[src/rtl/disk2_if.sv]
// Disk II soft-switch bus: CPU access strobe/nibble in,
// stepper/motor/latch/head state out.
interface disk2_if;
  logic       io_strobe;
  logic [3:0] addr;
  logic [3:0] phs;
  logic       motor;
  logic       drive2;
  logic       q6;
  logic       q7;
  logic [6:0] halftrack;
  logic       step_pulse;

  modport master (
    output io_strobe, addr,
    input  phs, motor, drive2, q6, q7,
    input  halftrack, step_pulse
  );

  modport slave (
    input  io_strobe, addr,
    output phs, motor, drive2, q6, q7,
    output halftrack, step_pulse
  );
endinterface

[src/rtl/disk2_switches.sv]
// Disk II slot-6 soft switches ($C0E0-$C0EF): stepper phases,
// motor with spin-down, drive select, Q6/Q7, half-track head tracking.
// Ports: clk, reset (async high), bus (slave: io_strobe/addr in;
// phs, motor, drive2, q6, q7, halftrack, step_pulse out).
module disk2_switches #(
  parameter int MOTOR_OFF_CYCLES = 14318180,
  parameter int MAX_HALFTRACK    = 69
) (
  input  logic    clk,
  input  logic    reset,
  disk2_if.slave  bus
);
  localparam int CW = $clog2(MOTOR_OFF_CYCLES);
  localparam logic [CW-1:0] CNT_LOAD = CW'(MOTOR_OFF_CYCLES - 1);
  localparam logic [6:0]    HT_MAX   = 7'(MAX_HALFTRACK);

  typedef enum logic [1:0] {
    M_OFF,
    M_ON,
    M_SPIN
  } mstate_e;

  mstate_e       state_q, state_d;
  logic [CW-1:0] cnt_q, cnt_d;
  logic [3:0]    phs_q, phs_d;
  logic          drive2_q, drive2_d;
  logic          q6_q, q6_d;
  logic          q7_q, q7_d;
  logic          pend_q, pend_d;
  logic [6:0]    ht_q, ht_d;
  logic          pulse_q, pulse_d;

  logic          motor;
  logic          sel_ph;
  logic          is8, is9;
  logic [1:0]    p;
  logic          up, dn;

  assign motor  = (state_q != M_OFF);
  assign sel_ph = bus.io_strobe & ~bus.addr[3];
  assign is8    = bus.io_strobe & (bus.addr == 4'h8);
  assign is9    = bus.io_strobe & (bus.addr == 4'h9);

  // Neighbouring magnets relative to the current half-track;
  // 2-bit arithmetic gives the mod-4 wrap.
  assign p  = ht_q[1:0];
  assign up = phs_q[p + 2'd1] & ~phs_q[p + 2'd3];
  assign dn = phs_q[p + 2'd3] & ~phs_q[p + 2'd1];

  always_comb begin
    phs_d    = phs_q;
    drive2_d = drive2_q;
    q6_d     = q6_q;
    q7_d     = q7_q;
    if (sel_ph) phs_d[bus.addr[2:1]] = bus.addr[0];
    if (bus.io_strobe) begin
      case (bus.addr[3:1])
        3'b101:  drive2_d = bus.addr[0];
        3'b110:  q6_d     = bus.addr[0];
        3'b111:  q7_d     = bus.addr[0];
        default: ;
      endcase
    end
    // Pending lasts exactly one cycle: it is consumed
    // (moved or discarded) in the following cycle.
    pend_d = sel_ph & (phs_d != phs_q);
  end

  always_comb begin
    ht_d    = ht_q;
    pulse_d = 1'b0;
    if (pend_q && motor) begin
      if (up && ht_q < HT_MAX) begin
        ht_d    = ht_q + 7'd1;
        pulse_d = 1'b1;
      end else if (dn && ht_q != 7'd0) begin
        ht_d    = ht_q - 7'd1;
        pulse_d = 1'b1;
      end
    end
  end

  always_comb begin
    state_d = state_q;
    cnt_d   = cnt_q;
    unique case (state_q)
      M_OFF: begin
        if (is9) state_d = M_ON;
      end
      M_ON: begin
        if (is8) begin
          state_d = M_SPIN;
          cnt_d   = CNT_LOAD;
        end
      end
      M_SPIN: begin
        // Motor-on wins over expiry; a repeat motor-off
        // does not reload the count.
        if (is9) begin
          state_d = M_ON;
          cnt_d   = '0;
        end else if (cnt_q == '0) begin
          state_d = M_OFF;
        end else begin
          cnt_d = cnt_q - 1'b1;
        end
      end
      default: begin
        state_d = M_OFF;
        cnt_d   = '0;
      end
    endcase
  end

  always_ff @(posedge clk or posedge reset) begin
    if (reset) begin
      state_q  <= M_OFF;
      cnt_q    <= '0;
      phs_q    <= '0;
      drive2_q <= 1'b0;
      q6_q     <= 1'b0;
      q7_q     <= 1'b0;
      pend_q   <= 1'b0;
      ht_q     <= '0;
      pulse_q  <= 1'b0;
    end else begin
      state_q  <= state_d;
      cnt_q    <= cnt_d;
      phs_q    <= phs_d;
      drive2_q <= drive2_d;
      q6_q     <= q6_d;
      q7_q     <= q7_d;
      pend_q   <= pend_d;
      ht_q     <= ht_d;
      pulse_q  <= pulse_d;
    end
  end

  assign bus.phs        = phs_q;
  assign bus.motor      = motor;
  assign bus.drive2     = drive2_q;
  assign bus.q6         = q6_q;
  assign bus.q7         = q7_q;
  assign bus.halftrack  = ht_q;
  assign bus.step_pulse = pulse_q;
endmodule

[src/flat_wrapper.sv]
// flat-port wrapper written by rule: the top's interface ports become plain ports
module disk2_switches_flat 
#(
  parameter int MOTOR_OFF_CYCLES = 14318180,
  parameter int MAX_HALFTRACK    = 69
)
  (clk, reset, bus_io_strobe, bus_addr, bus_phs, bus_motor, bus_drive2, bus_q6, bus_q7, bus_halftrack, bus_step_pulse);
  disk2_if bus_i ();
  input  logic clk;
  input  logic reset;
  input wire logic [$bits(bus_i.io_strobe)-1:0] bus_io_strobe;
  input wire logic [$bits(bus_i.addr)-1:0] bus_addr;
  output wire logic [$bits(bus_i.phs)-1:0] bus_phs;
  output wire logic [$bits(bus_i.motor)-1:0] bus_motor;
  output wire logic [$bits(bus_i.drive2)-1:0] bus_drive2;
  output wire logic [$bits(bus_i.q6)-1:0] bus_q6;
  output wire logic [$bits(bus_i.q7)-1:0] bus_q7;
  output wire logic [$bits(bus_i.halftrack)-1:0] bus_halftrack;
  output wire logic [$bits(bus_i.step_pulse)-1:0] bus_step_pulse;
  assign bus_i.io_strobe = bus_io_strobe;
  assign bus_i.addr = bus_addr;
  assign bus_phs = bus_i.phs;
  assign bus_motor = bus_i.motor;
  assign bus_drive2 = bus_i.drive2;
  assign bus_q6 = bus_i.q6;
  assign bus_q7 = bus_i.q7;
  assign bus_halftrack = bus_i.halftrack;
  assign bus_step_pulse = bus_i.step_pulse;
  disk2_switches #(.MOTOR_OFF_CYCLES(MOTOR_OFF_CYCLES), .MAX_HALFTRACK(MAX_HALFTRACK)) u_core (.clk(clk), .reset(reset), .bus(bus_i));
endmodule
[config.mk]
export PLATFORM = sky130hd
export DESIGN_NAME = disk2_switches_flat
export DESIGN_NICKNAME = d
export VERILOG_FILES = /design/src/rtl/disk2_if.sv /design/src/rtl/disk2_switches.sv /design/src/flat_wrapper.sv
export SDC_FILE = /design/constraint.sdc
export NUM_CORES = 1
export LEC_CHECK = 0
export ABC_AREA = 1
export BUFFER_PORTS_ARGS = -buffer_cell sky130_fd_sc_hd__buf_2
export CAP_MARGIN = 5
export CORE_MARGIN = 5
export CORE_UTILIZATION = 55
export DETAILED_ROUTE_END_ITERATION = 10
export PLACE_DENSITY = 0.77
export SYNTH_ARGS = -nofsm -noshare
export SYNTH_HDL_FRONTEND = slang
export SYNTH_SLANG_ARGS = --single-unit
export TNS_END_PERCENT = 20
[constraint.sdc]
create_clock -name clk -period 2.6 [get_ports clk]
set_clock_uncertainty 0.1 [all_clocks]
set_input_delay 0.52 -clock clk [delete_from_list [all_inputs] [get_ports clk]]
set_output_delay 0.52 -clock clk [all_outputs]
set_load 0.02 [all_outputs]
# Yosys cells after proc, flatten, opt, wreduce, memory -nomap -nowiden
# Index checks and enable logic that the tools add are counted.
# W data, S select, Z words.
op_classes:
  n_lt_le_gt_ge: 5
  add_sub_neg: 5
  reduce_logical: 15
  mux: 22
  eq_ne: 12
  bitwise: 10
op_table:
  columns: ["cell", "count"]
  rows:
  - ["$mux W24", 3]
  - ["$pmux W24 S3", 1]
  - ["$logic_not A24 Y1", 1]
  - ["$sub A24 B1 Y24 const B", 1]
  - ["$mux W7", 2]
  - ["$eq A3 B3 Y1 const B", 3]
  - ["$lt A2 B3 Y1 const B", 3]
  - ["$eq A4 B4 Y1 const B", 2]
  - ["$mux W2", 4]
  - ["$reduce_and A2 Y1", 4]
  - ["$add A7 B1 Y7 const B", 1]
  - ["$lt A7 B7 Y1 const B", 1]
  - ["$reduce_bool A7 Y1", 1]
  - ["$sub A7 B1 Y7 const B", 1]
  - ["$and A1 B1 Y1", 6]
  - ["$mux W1", 6]
  - ["$pmux W2 S3", 1]
  - ["$reduce_and A3 Y1", 2]
  - ["$bmux W1 S2", 2]
  - ["$bwmux W4", 1]
  - ["$logic_and A1 B1 Y1", 4]
  - ["$mux W4", 1]
  - ["$ne A2 B1 Y1 const B", 2]
  - ["$ne A4 B4 Y1", 1]
  - ["other kinds (11)", 15]
word_totals:
  output_inout_bits: 16
  wordCells: 78
  register_bits: 42

# Logic depth before layout (Yosys ltp)
logic_depth:
  ltp_word: 9
  mapped_depth: 15
  ltp_nobuf: 15

# Least setup slack after synthesis
# OpenSTA, ideal clock, no wires.
synth_path:
  kind: "reg2reg"
  from: "register u_core.ht_q[0], in the netlist u_core.bus.halftrack[0]"
  to: "register u_core.ht_q[6], in the netlist u_core.bus.halftrack[6]"
  setup_time_ps: 117
  arrival_time_ps: 2370
  t_required_ps: 2383
  path_slack_ps: 14
  stages_incl_launch_ff: 16
  path_cell_list: "dfrtp_1 > inv_2 > ha_1 > inv_1 > nand3_1 > nand2_1 > nand3_2 > ha_1 > a21oi_1 > o21ai_0 > a21oi_1 > inv_1 > nand2_1 > nand2_1 > nand2_1 > nand2_1"
synth_between:
  elab_chain_cells: 8
  elab_cells_between_ends: 20
  cone_classes: "add/sub (4); order compare (1); mux (6); bitwise (4); reduce/logical (5)"
synth_lines:
  columns: ["element", "line_no", "rtl"]
  rows:
  - ["start, declared", "disk2_switches.sv:30", "logic [6:0] ht_q, ht_d;"]
  - ["start signal, assigned", "disk2_switches.sv:134", "ht_q <= ht_d;"]
  - ["$add A2 B1 Y2 / $add A2 B2 Y2 (equally long branches)", "disk2_switches.sv:47, disk2_switches.sv:48", null]
  - ["$bmux W1 S2", "disk2_switches.sv:47, disk2_switches.sv:48", null]
  - ["$mux W1 (implied by the code)", "disk2_switches.sv:47, disk2_switches.sv:48", null]
  - ["$not A1 Y1, on equally long branches", "disk2_switches.sv:48, disk2_switches.sv:47", null]
  - ["$and A1 B1 Y1, on equally long branches", "disk2_switches.sv:48, disk2_switches.sv:47", null]
  - ["$logic_and A1 B1 Y1, on equally long branches", "disk2_switches.sv:76, disk2_switches.sv:73", null]
  - ["$reduce_bool A2 Y1 (no source line)", null, null]
  - ["$reduce_and A2 Y1 (no source line)", null, null]
# Several ways; a longest one is shown, not always the timed one. The select of a mux whose other input is x is not followed.
# A chain may end at the register's enable or synchronous reset.

# Worst setup path after layout
layout_path:
  from: "register u_core.ht_q[1], in the netlist u_core.bus.halftrack[1]"
  to: "register u_core.ht_q[3], in the netlist u_core.bus.halftrack[3]"
# The elaborated chain is that of the path after synthesis.

==> metrics.md <==
| Metric | Value |
|---|---|
| Net count of the mapped netlist | 474 |
| Effective utilization at floorplan | 0.556 |
| Simple-gate share of the synthesized area | 0.362 |
| Global-route congestion overflow total | 0 |
| Mux cell area share after synthesis | 0 |
| Crit path buffers/inverters | 2 |
| Clock tree from TritonCTS | yes |
| Clock slew at the register clock pins of the worst setup and hold paths | 0.08 ns |
| Final weighted congestion in routability-driven placement | 0.982 |
| Post-synthesis compound-gate area fraction | 0.0966 |
| Critical path data required time | 2.69 ns |
| Post-route worst setup slack | 0.120 ns |
| Max Root-Sink Buffers | 2 |
| Maximum level of the CTS H-tree | 2 |
| Library cell occupying the most area in the post-synthesis netlist | sky130_fd_sc_hd__dfrtp_1 |
| Count of different cell masters after synthesis | 28 |
| First-iteration detailed-routing DRC count | 152 |
| Leading post-synthesis cells by cell area | sky130_fd_sc_hd__dfrtp_1 (35%), sky130_fd_sc_hd__nand2_1 (18%), sky130_fd_sc_hd__inv_1 (7.6%) |
| Cells after synthesis | 453 |
| Root buffer cell | sky130_fd_sc_hd__clkbuf_8 |
| Nets | 503 |
| Maximum fanout along the worst path | 9 |
| Antenna Cells | 0 |
| Final number of hold-violating endpoints | 0 |
| Wire length per cell after detailed routing | 12.5 um |
| Area overhead of the layout relative to synthesis | 11.1% |
| Final setup violation count | 0 |
| Transition time at the pin with the least slew margin | 0.555 ns |
| Delay of the slowest critical-path stage | 0.40 ns |
| Die boundary width | 83.9 um |
| Cell type of the slowest stage on the worst timing path | sky130_fd_sc_hd__dfrtp_1 |
| First-pass GRT wire length | 12.3 mm |
| Remaining antenna violation count after routing | 0 |
| Vias in the first global route | 2807 |
| Post-synth design cell area | 3010 um2 |
| Std-Cell Rows | 27 |
| Clock insertion delay at the later pin of the skew report | 0.31 ns |
| Synth Area in Adders | 0.0608 |
| Largest net degree at the start of global routing | 43 |
| XOR/XNOR share of the synthesized area | 0.0321 |
| Post-Syn Area per Cell | 6.63 um2 |
| Category of the critical setup timing path | flip-flop to flip-flop |
| Critical Path, Cell by Cell | inv_1 > ha_1 > inv_1 > nand3_1 > nand2_2 > nand3_4 > ha_1 > a21o_1 > a31oi_1 > xor2_1 > o21ai_1 |
| Result of the run | finished, final reports clean |
| DRC Markers | 0 |
| Final max-slew violation count | 0 |
| Die extent in y | 83.9 um |
| Worst setup timing slack at the placement stage | 0.00227 ns |
| Category of the worst setup path launch point | flip-flop |
| Hold Path Class | input port to async pin |
| Routed WL | 6.97 mm |
| Final critical-path required period | 2.48 ns |
| Detailed placement HPWL | 5.06 mm |
| Share of cells above drive strength 1 | 0.126 |
| Achievable clock frequency | 403 MHz |
| Inserted Clock Buffers | 5 |
| Drt via density | 5.19 |
| Number of top-level pins | 23 |
| Fraction of post-synthesis cell area in the top cell type by area | 0.350 |
| Origin of the worst setup path | u_core.bus.halftrack[1] |
| Clk sinks | 42 |
| Register bit count reported by yosys | 42 |
| Total via count after detailed routing | 2880 |
| Die footprint | 7040 um2 |
| Critical path endpoint category | flip-flop |
| Std-Cell Core Area | 5410 um2 |
| Count of port buffers added during placement | 22 |
| Remaining max-slew budget at the tightest pin | 0.630 |
| Total GRT Usage | 0.210 |
| Critical register-to-register path startpoint | u_core.bus.halftrack[1] |
| Antenna violations before repair | 0 |
| Period utilisation layout | 0.954 |
| Max_cap viols | 0 |
| DRT Pass-1 Iters | 4 |
| Count of yosys warnings during synthesis | 0 |
| Main combinational cell family by area after synthesis | simple AND/OR/NAND/NOR gates |
| WP data arrival | 2.57 ns |
| CP delay by family, top | adder cells |
| Sequential fraction of the synthesis area | 0.350 |
| Hold Worst Slack | 0.227 ns |
-- cell usage in the layout, fill, tap and decap left out, types with 2 or more instances in the layout --
cell and count:
sky130_fd_sc_hd__nand4_1 6, sky130_fd_sc_hd__nand3_1 34, sky130_fd_sc_hd__o22ai_1 2, sky130_fd_sc_hd__nand2_1 144
sky130_fd_sc_hd__nor2_1 49, sky130_fd_sc_hd__nor2_2 6, sky130_fd_sc_hd__dfrtp_1 42, sky130_fd_sc_hd__xnor2_1 4
sky130_fd_sc_hd__o21ai_0 16, sky130_fd_sc_hd__clkbuf_8 6, sky130_fd_sc_hd__nor3_1 8, sky130_fd_sc_hd__o21ai_1 16
sky130_fd_sc_hd__ha_1 12, sky130_fd_sc_hd__xor2_1 7, sky130_fd_sc_hd__nand3_2 3, sky130_fd_sc_hd__a31oi_1 4
sky130_fd_sc_hd__inv_1 60, sky130_fd_sc_hd__buf_2 22, sky130_fd_sc_hd__buf_4 6, sky130_fd_sc_hd__inv_2 7
sky130_fd_sc_hd__nand2_2 4, sky130_fd_sc_hd__a21oi_1 13
-- final timing paths --
kind | to | slack, ns | cells past startpoint
max in group asynchronous | u_core.bus.halftrack[1] | 1.79 | 3
worst max-delay path | u_core.bus.halftrack[3] | 0.12 | 11
worst max register to register | u_core.bus.halftrack[3] | 0.12 | 11
worst min register to register | u_core.bus.halftrack[5] | 0.44 | 2
min in group clk | u_core.bus.halftrack[5] | 0.44 | 2
worst min-delay path | u_core.bus.halftrack[3] | 0.23 | 3
-- Yosys cell counts (all sizes together) --
cell type    n
dfrtp       42
xor2         7
clkbuf       1
o21ai       32
buf          5
xnor2        4
a21o         1
nor2        56
nand2      148
o21a         1
nor3         8
nand3b       1
a21oi       14
ha          13
o22ai        2
inv         68
fa           1
a31oi        4
nand3       38
o31ai        1
nand4        6
-- flip-flops by register name, indices dropped and copies added, names as in the netlist --
| signal | flops |
|---|---|
| u_core.bus.halftrack | 7 |
| u_core.state_q | 2 |
| u_core.cnt_q | 24 |
| u_core.pend_q | 1 |
| u_core.bus.step_pulse | 1 |
| u_core.bus.drive2 | 1 |
| u_core.bus.q6 | 1 |
| u_core.bus.q7 | 1 |
| u_core.bus.phs | 4 |
-- final cells by class --
class | instances | area, um2
Timing Repair Buffer | 28 | 155
Multi-Input combinational cell | 337 | 1690
Fill cell | 497 | 2070
Inverter | 68 | 255
Clock buffer | 6 | 82.6
Tap cell | 72 | 90.1
Clock inverter | 2 | 12.5
Sequential cell | 42 | 1050
-- metal layers --
metal  part of all wire  vias up  global-route usage
met4              0.020        0              0.0716
met5                  0        -                   0
met1               0.46     1307               0.267
met3              0.049       15              0.0336
li1                   -     1487                   -
met2               0.47       71               0.360
-- through the flow --
step	instance area (um2)	setup TNS [ns]	std cells	util
after floorplan	3010	0	453	-
after global placement	3200	0	546	0.592
after detailed placement	3200	0	546	0.592
after CTS	3300	0	554	0.611
after global routing	3340	-0.134	555	0.618
final	3340	0	555	0.618
-- repair_timing --
item / in CTS / in global routing
setup buffers: 0 / 1
resized for setup: 1 / 5
cloned: 0 / 0
pin swaps: 0 / 1
endpoints found under the setup margin: 1 / 4
hold buffers: 0 / 0
-- tightest hold or removal path, delay by kind of cell --
family                 cells  cell delay [ns]
buffers and inverters      3             0.58
-- kinds of logic (layout without fill, tap and decap cells) --
logic type      Yosys count  count (layout)
fa+ha+maj                14              14
xor+xnor                 11              11
simple gates            257             257
flops                    42              42
buf+inv                  74             104
compound gates           55              55
Power is not shown: default switching activity piles up to over one toggle a cycle in this logic, so the estimate is an artifact.
